--- config.mk ---
export PLATFORM = sky130hd
export DESIGN_NAME = mem_port_arbiter
export DESIGN_NICKNAME = d
export VERILOG_FILES = /design/src/rtl/mem_port_arbiter.sv
export SDC_FILE = /design/constraint.sdc
export NUM_CORES = 1
export LEC_CHECK = 0
export ABC_AREA = 0
export ABC_CLOCK_PERIOD_IN_PS = 5200
export BUFFER_PORTS_ARGS = -buffer_cell sky130_fd_sc_hd__buf_4
export CORE_MARGIN = 2
export CORE_UTILIZATION = 54
export CTS_CLUSTER_SIZE = 30
export DETAILED_ROUTE_END_ITERATION = 16
export PLACE_DENSITY_LB_ADDON = 0.12
export SETUP_SLACK_MARGIN = 0.02
export SYNTH_ARGS = -nofsm -noshare
export SYNTH_HDL_FRONTEND = slang
export SYNTH_SLANG_ARGS = --single-unit
--- constraint.sdc ---
create_clock -name clock -period 5.2 [get_ports clock]
set_input_delay 0.78 -clock clock [delete_from_list [all_inputs] [get_ports clock]]
set_output_delay 0.78 -clock clock [all_outputs]
set_load 0.005 [all_outputs]
--- src/rtl/mem_port_arbiter.sv ---
// mem_port_arbiter: serialises the MEM-stage data access and the IF-stage
// fetch of one pipeline step onto a single Wishbone-classic port, and stalls
// the pipeline through mem_busy until both accesses have completed.
module mem_port_arbiter #(
   parameter int unsigned DATA_SIZE = 32,
   parameter int unsigned TIMEOUT   = 255
) (
   input  logic                   clock,
   input  logic                   reset,
   input  logic                   inst_req,
   input  logic [DATA_SIZE-1:0]   inst_addr,
   output logic [31:0]            inst_data,
   input  logic                   data_rd_en,
   input  logic                   data_wr_en,
   input  logic [DATA_SIZE-1:0]   data_addr,
   input  logic [DATA_SIZE-1:0]   data_wr_data,
   input  logic [DATA_SIZE/8-1:0] data_byte_en,
   output logic [DATA_SIZE-1:0]   data_rd_data,
   output logic                   mem_busy,
   output logic                   bus_timeout,
   output logic                   bus_cyc,
   output logic                   bus_stb,
   output logic                   bus_we,
   output logic [DATA_SIZE-1:0]   bus_addr,
   output logic [DATA_SIZE/8-1:0] bus_sel,
   output logic [DATA_SIZE-1:0]   bus_wr_data,
   input  logic [DATA_SIZE-1:0]   bus_rd_data,
   input  logic                   bus_ack
);

   localparam int unsigned SEL_W = DATA_SIZE / 8;
   localparam int unsigned CNT_W = 8;

   typedef enum logic [1:0] {
      IDLE = 2'd0,
      DATA = 2'd1,
      INST = 2'd2,
      DONE = 2'd3
   } state_t;

   state_t               state;
   logic                 cap_we;
   logic                 cap_inst_req;
   logic [DATA_SIZE-1:0] cap_inst_addr;
   logic [CNT_W-1:0]     wait_cnt;

   logic                 data_req_c;
   logic                 in_access_c;
   logic                 ack_c;
   logic                 expire_c;
   logic                 finish_c;
   logic [31:0]          fetch_word_c;

   // Request decode and access-termination conditions; an ack always wins
   // over a timeout expiring in the same cycle.
   assign data_req_c  = data_rd_en | data_wr_en;
   assign in_access_c = (state == DATA) || (state == INST);
   assign ack_c       = in_access_c & bus_ack;
   assign expire_c    = in_access_c & ~bus_ack & (wait_cnt == CNT_W'(TIMEOUT - 1));
   assign finish_c    = ack_c | expire_c;

   // Instruction word selection: on a 64-bit bus address bit 2 picks the half.
   generate
      if (DATA_SIZE == 64) begin : g_wide_fetch
         assign fetch_word_c = cap_inst_addr[2] ? bus_rd_data[63:32] : bus_rd_data[31:0];
      end else begin : g_narrow_fetch
         assign fetch_word_c = bus_rd_data[31:0];
      end
   endgenerate

   // Sequencer: state, request capture, wait counter, results and the
   // registered bus interface. The data-access fields are held directly in the
   // bus output registers, loaded on the edge that leaves IDLE.
   always_ff @(posedge clock) begin
      if (!reset) begin
         state         <= IDLE;
         cap_we        <= 1'b0;
         cap_inst_req  <= 1'b0;
         cap_inst_addr <= '0;
         wait_cnt      <= '0;
         inst_data     <= '0;
         data_rd_data  <= '0;
         bus_timeout   <= 1'b0;
         bus_cyc       <= 1'b0;
         bus_stb       <= 1'b0;
         bus_we        <= 1'b0;
         bus_addr      <= '0;
         bus_sel       <= '0;
         bus_wr_data   <= '0;
      end else begin
         bus_timeout <= 1'b0;
         case (state)
            IDLE: begin
               if (data_req_c || inst_req) begin
                  cap_we        <= data_wr_en;
                  cap_inst_req  <= inst_req;
                  cap_inst_addr <= inst_addr;
                  wait_cnt      <= '0;
               end
               if (data_req_c) begin
                  state       <= DATA;
                  bus_cyc     <= 1'b1;
                  bus_stb     <= 1'b1;
                  bus_we      <= data_wr_en;
                  bus_addr    <= data_addr;
                  bus_sel     <= data_byte_en;
                  bus_wr_data <= data_wr_data;
               end else if (inst_req) begin
                  state       <= INST;
                  bus_cyc     <= 1'b1;
                  bus_stb     <= 1'b1;
                  bus_we      <= 1'b0;
                  bus_addr    <= inst_addr;
                  bus_sel     <= {SEL_W{1'b1}};
                  bus_wr_data <= '0;
               end
            end

            DATA: begin
               if (finish_c) begin
                  if (!cap_we) begin
                     data_rd_data <= ack_c ? bus_rd_data : '0;
                  end
                  bus_timeout <= expire_c;
                  wait_cnt    <= '0;
                  if (cap_inst_req) begin
                     state       <= INST;
                     bus_cyc     <= 1'b1;
                     bus_stb     <= 1'b1;
                     bus_we      <= 1'b0;
                     bus_addr    <= cap_inst_addr;
                     bus_sel     <= {SEL_W{1'b1}};
                     bus_wr_data <= '0;
                  end else begin
                     state       <= DONE;
                     bus_cyc     <= 1'b0;
                     bus_stb     <= 1'b0;
                     bus_we      <= 1'b0;
                     bus_addr    <= '0;
                     bus_sel     <= '0;
                     bus_wr_data <= '0;
                  end
               end else begin
                  wait_cnt <= wait_cnt + CNT_W'(1);
               end
            end

            INST: begin
               if (finish_c) begin
                  inst_data   <= ack_c ? fetch_word_c : 32'h0;
                  bus_timeout <= expire_c;
                  wait_cnt    <= '0;
                  state       <= DONE;
                  bus_cyc     <= 1'b0;
                  bus_stb     <= 1'b0;
                  bus_we      <= 1'b0;
                  bus_addr    <= '0;
                  bus_sel     <= '0;
                  bus_wr_data <= '0;
               end else begin
                  wait_cnt <= wait_cnt + CNT_W'(1);
               end
            end

            DONE: begin
               state <= IDLE;
            end

            default: begin
               state <= IDLE;
            end
         endcase
      end
   end

   // Pipeline stall: live request decode in IDLE, held through the accesses,
   // released in DONE so the pipeline advances on the edge that ends it.
   always_comb begin
      mem_busy = 1'b0;
      if (reset) begin
         case (state)
            IDLE:    mem_busy = data_req_c | inst_req;
            DATA:    mem_busy = 1'b1;
            INST:    mem_busy = 1'b1;
            default: mem_busy = 1'b0;
         endcase
      end
   end

endmodule

==> impl_results.md <==
* Run status: completed
* Synth-to-Final Area Change at 35.4%
* Worst path cell trace: buf_4, clkinv_2, a211oi_1, buf_4
* Syn_nets at roughly 1000
* Placed Instances at 1233
* Effective utilization at floorplan at 55.0%
* Clock latency on the worst-skew pair at 0.42 ns
* CTS max path bufs at 2
* CP max FO at 78
* Hold Path Depth at 2
* Die area at 15000 sq um
* CP delay by family, top: buffers and inverters
* Total of max-cap violations at 0
* Pint at between 3 and 4 mW
* CTS clk-pin slew, worst paths at 0.06 ns
* Mux share of post-synthesis cell area at under 10%
* Overflow after GRT at 0
* Setup CP Type: in -> out
* Distinct cells, synth at 44
* Slowest library cell on the worst path: clkinv_2
* Number of setup violations in the final report at 0
* Vias in the first global route at 6827
* Total iterations of the first detailed-routing run at 5
* Post-CTS Hold Fix Bufs at 0
* Compound-Gate Fraction of Synth Area at 22.9%
* Worst min path class: reg -> reg
* Total length of routed wires at 21500 microns
* CTS H-tree lvls at 4
* CP Launch Type: input port
* # clock sinks at roughly 180
* Routed len/inst at 17.0 microns
* Synth Warn # at 0
* Total power at 5.50 mW
* DR iter-0 viols at 676
* Clock tree root buffer cell: clkbuf_16
* CTS buffer count at 17
* Tot GR Track Use at about 28%
* Most frequent cells in the layout: buf_4, dfxtp_1, nand2_1
* Core ar. at 13800 sq um
* Largest net degree at the start of global routing at 79
* N_diodes at 0
* PostCTS Resize Cnt at 0
* Reg2Reg Depth at 7
* Fin crit share at around 64%
* Reg2reg start: state[0]
* Final setup skew at 0.00876 ns
* First-pass GRT wire length at 33700 microns
* Final hold vios at 0
* NetSw at just over 2 mW
* Slew headroom at 22.1%
* Share of cells above drive strength 1 at 36.1%
* Antenna violations before repair at 0
* DR DRC count at 0
* Slew at the pin closest to its max-slew limit at 1.17 ns
* Worst path arrival time at 2.57 ns
* TritonCTS clock tree: built
* Crit-path most repeated cell: buf_4
* Post-DRT Antenna Nets at 0
* Ports at 275
* Lkg Pwr at 4.38 nW
* Largest family of logic cells by synthesized area: compound AO/OA/AOI/OAI gates
* Post-synth ARST share at 0%
* Crit path from: reset
* RSZ-0062 raised after global routing: no
* Most common flop cell mapped by yosys: dfxtp_1
* Worst vdd ir at 0.332 mV
* Die W at 122 microns
* Min Hold Slack at ~0.46 ns
* Multi-input gate area at 3610 sq um
* Post-DP HPWL at 13900 microns
* Row count at 43
* Xor/xnor share of the synthesized area at less than 1%
* Post-synth EDFFs at 0
* Hold Crit Start: cap_inst_addr[31]
* Nets at 1217
* Sequential cell area at 3580 sq um
* Vias at 7347
* WP data required at 4.42 ns
* Seq/Total Area, Yosys at 47.3%
* Sequential power share at 35.0%
* Commonest non-fill, non-tap cell in the layout: buf_4
* Setup tns final at 0 ns
* WP depth at 4
* Port Buffers at between 200 and 300
* Final min period at 3.35 ns
* Pwr Density at 536 nW/um^2
* Setup crit end kind: primary output
* Simple-Gate Fraction of Synth Area at 17.5%
* CP bufs+invs at 3
* Placer Congestion at 0.801
* CP max stage delay at 0.63 ns
* Vias per cell at 5.81
* Post-CTS setup buffers at 0
* Final cell count without fillers at 1265
* Sw Share at 36.8%
* Clk pwr share at 25.1%
* # fillers at roughly 1100
* Adder-cell share of the synthesized area at under 10%
* Max-slew violation count at 0
* Vert. Die Dim at about 120 microns
* Fmax at 298 MHz
* Yosys reg bits at 179
* Gate power share at approximately two fifths
* Mapped Area at between 7000 and 8000 sq um
* Gate Count Post-Synth at 847
* Avg Inst Size Synth at between 8 and 9 sq um
-- power groups by stage --
stage	combinational, mW	clock (mW)	sequential, mW
floorplan	1.40	0	1.93
global placement	2.15	0	1.94
detailed placement	2.18	0	1.94
CTS	2.19	1.39	1.92
global route	2.40	1.45	1.96
finish	2.20	1.38	1.92
-- cell families (layout without fill, tap and decap cells) --
group                    count (synthesis)  after routing
AO/OA/AOI/OAI                          253            253
XOR/XNOR                                 7              7
adder cells (fa/ha/maj)                  7              7
buffers and inverters                   90            328
flip-flops                             179            179
multiplexers                            33             33
AND/OR/NAND/NOR                        278            278
-- synthesized netlist by cell type (5+ instances only) --
library cell	number	area, sq um
dfxtp_1	179	3580
ha_1	7	87.6
o22ai_1	5	31.3
nand4_1	33	206
a22oi_1	32	240
buf_4	6	45.0
a211oi_2	26	325
clkbuf_1	60	225
o21ai_0	36	180
nand2_1	112	420
a21oi_1	99	495
a22o_1	32	280
mux2_2	32	360
nand3_1	98	490
buf_6	5	56.3
inv_1	6	22.5
buf_2	9	45.0
xnor2_1	7	61.3
nor2_1	14	52.6
a211oi_1	9	67.6
-- worst reg2reg max path, cell delays in order (launching register included) --
cell and delay, ns:
dfxtp_1 0.38, inv_1 0.10, ha_1 0.33, nor4b_4 0.22
nor2_2 0.65, buf_4 0.41, and2_4 0.59, o22ai_1 0.19
-- area by class of cell --
class / instances / share of cell area [%]
Timing Repair Buffer: 290 / 21.2
Clock inverter: 12 / 1.71
Clock buffer: 20 / 4.55
Multi-Input combinational cell: 578 / 35.2
Sequential cell: 179 / 34.9
Tap cell: 180 / 2.20
Inverter: 6 / 0.232
-- layer usage --
| metal | global-route usage, % | share of wire [%] |
|---|---|---|
| met1 | 36.4 | 42 |
| met2 | 45.1 | 47 |
| met3 | 6.60 | 8.4 |
| met4 | 10.6 | 2.3 |
| met5 | 0 | 0 |
-- sequential cells by signal (all words and copies together), names as in the netlist --
| register | flops |
|---|---|
| bus_addr | 32 |
| bus_wr_data | 32 |
| cap_inst_addr | 32 |
| data_rd_data | 32 |
| inst_data | 32 |
| wait_cnt | 8 |
| bus_sel | 4 |
| state | 2 |
| bus_stb | 1 |
| bus_timeout | 1 |
| bus_we | 1 |
| cap_inst_req | 1 |
| cap_we | 1 |
-- through the flow --
step	setup WS, ns	area (sq um)	util (%)
final	1.85	10300	74.5
after global routing	1.72	10300	74.5
after CTS	1.88	10300	74.5
after detailed placement	1.72	9620	69.8
after global placement	1.75	9620	69.8
after floorplan	2.85	7580	-
-- final timing paths --
path	to	slack (ns)
setup / recovery	mem_busy	1.85
hold / removal	cap_inst_addr[31]	0.46
setup reg to reg	bus_sel[0]	2.17
hold reg to reg	cap_inst_addr[31]	0.46
Power figures use the tool's default switching activity.
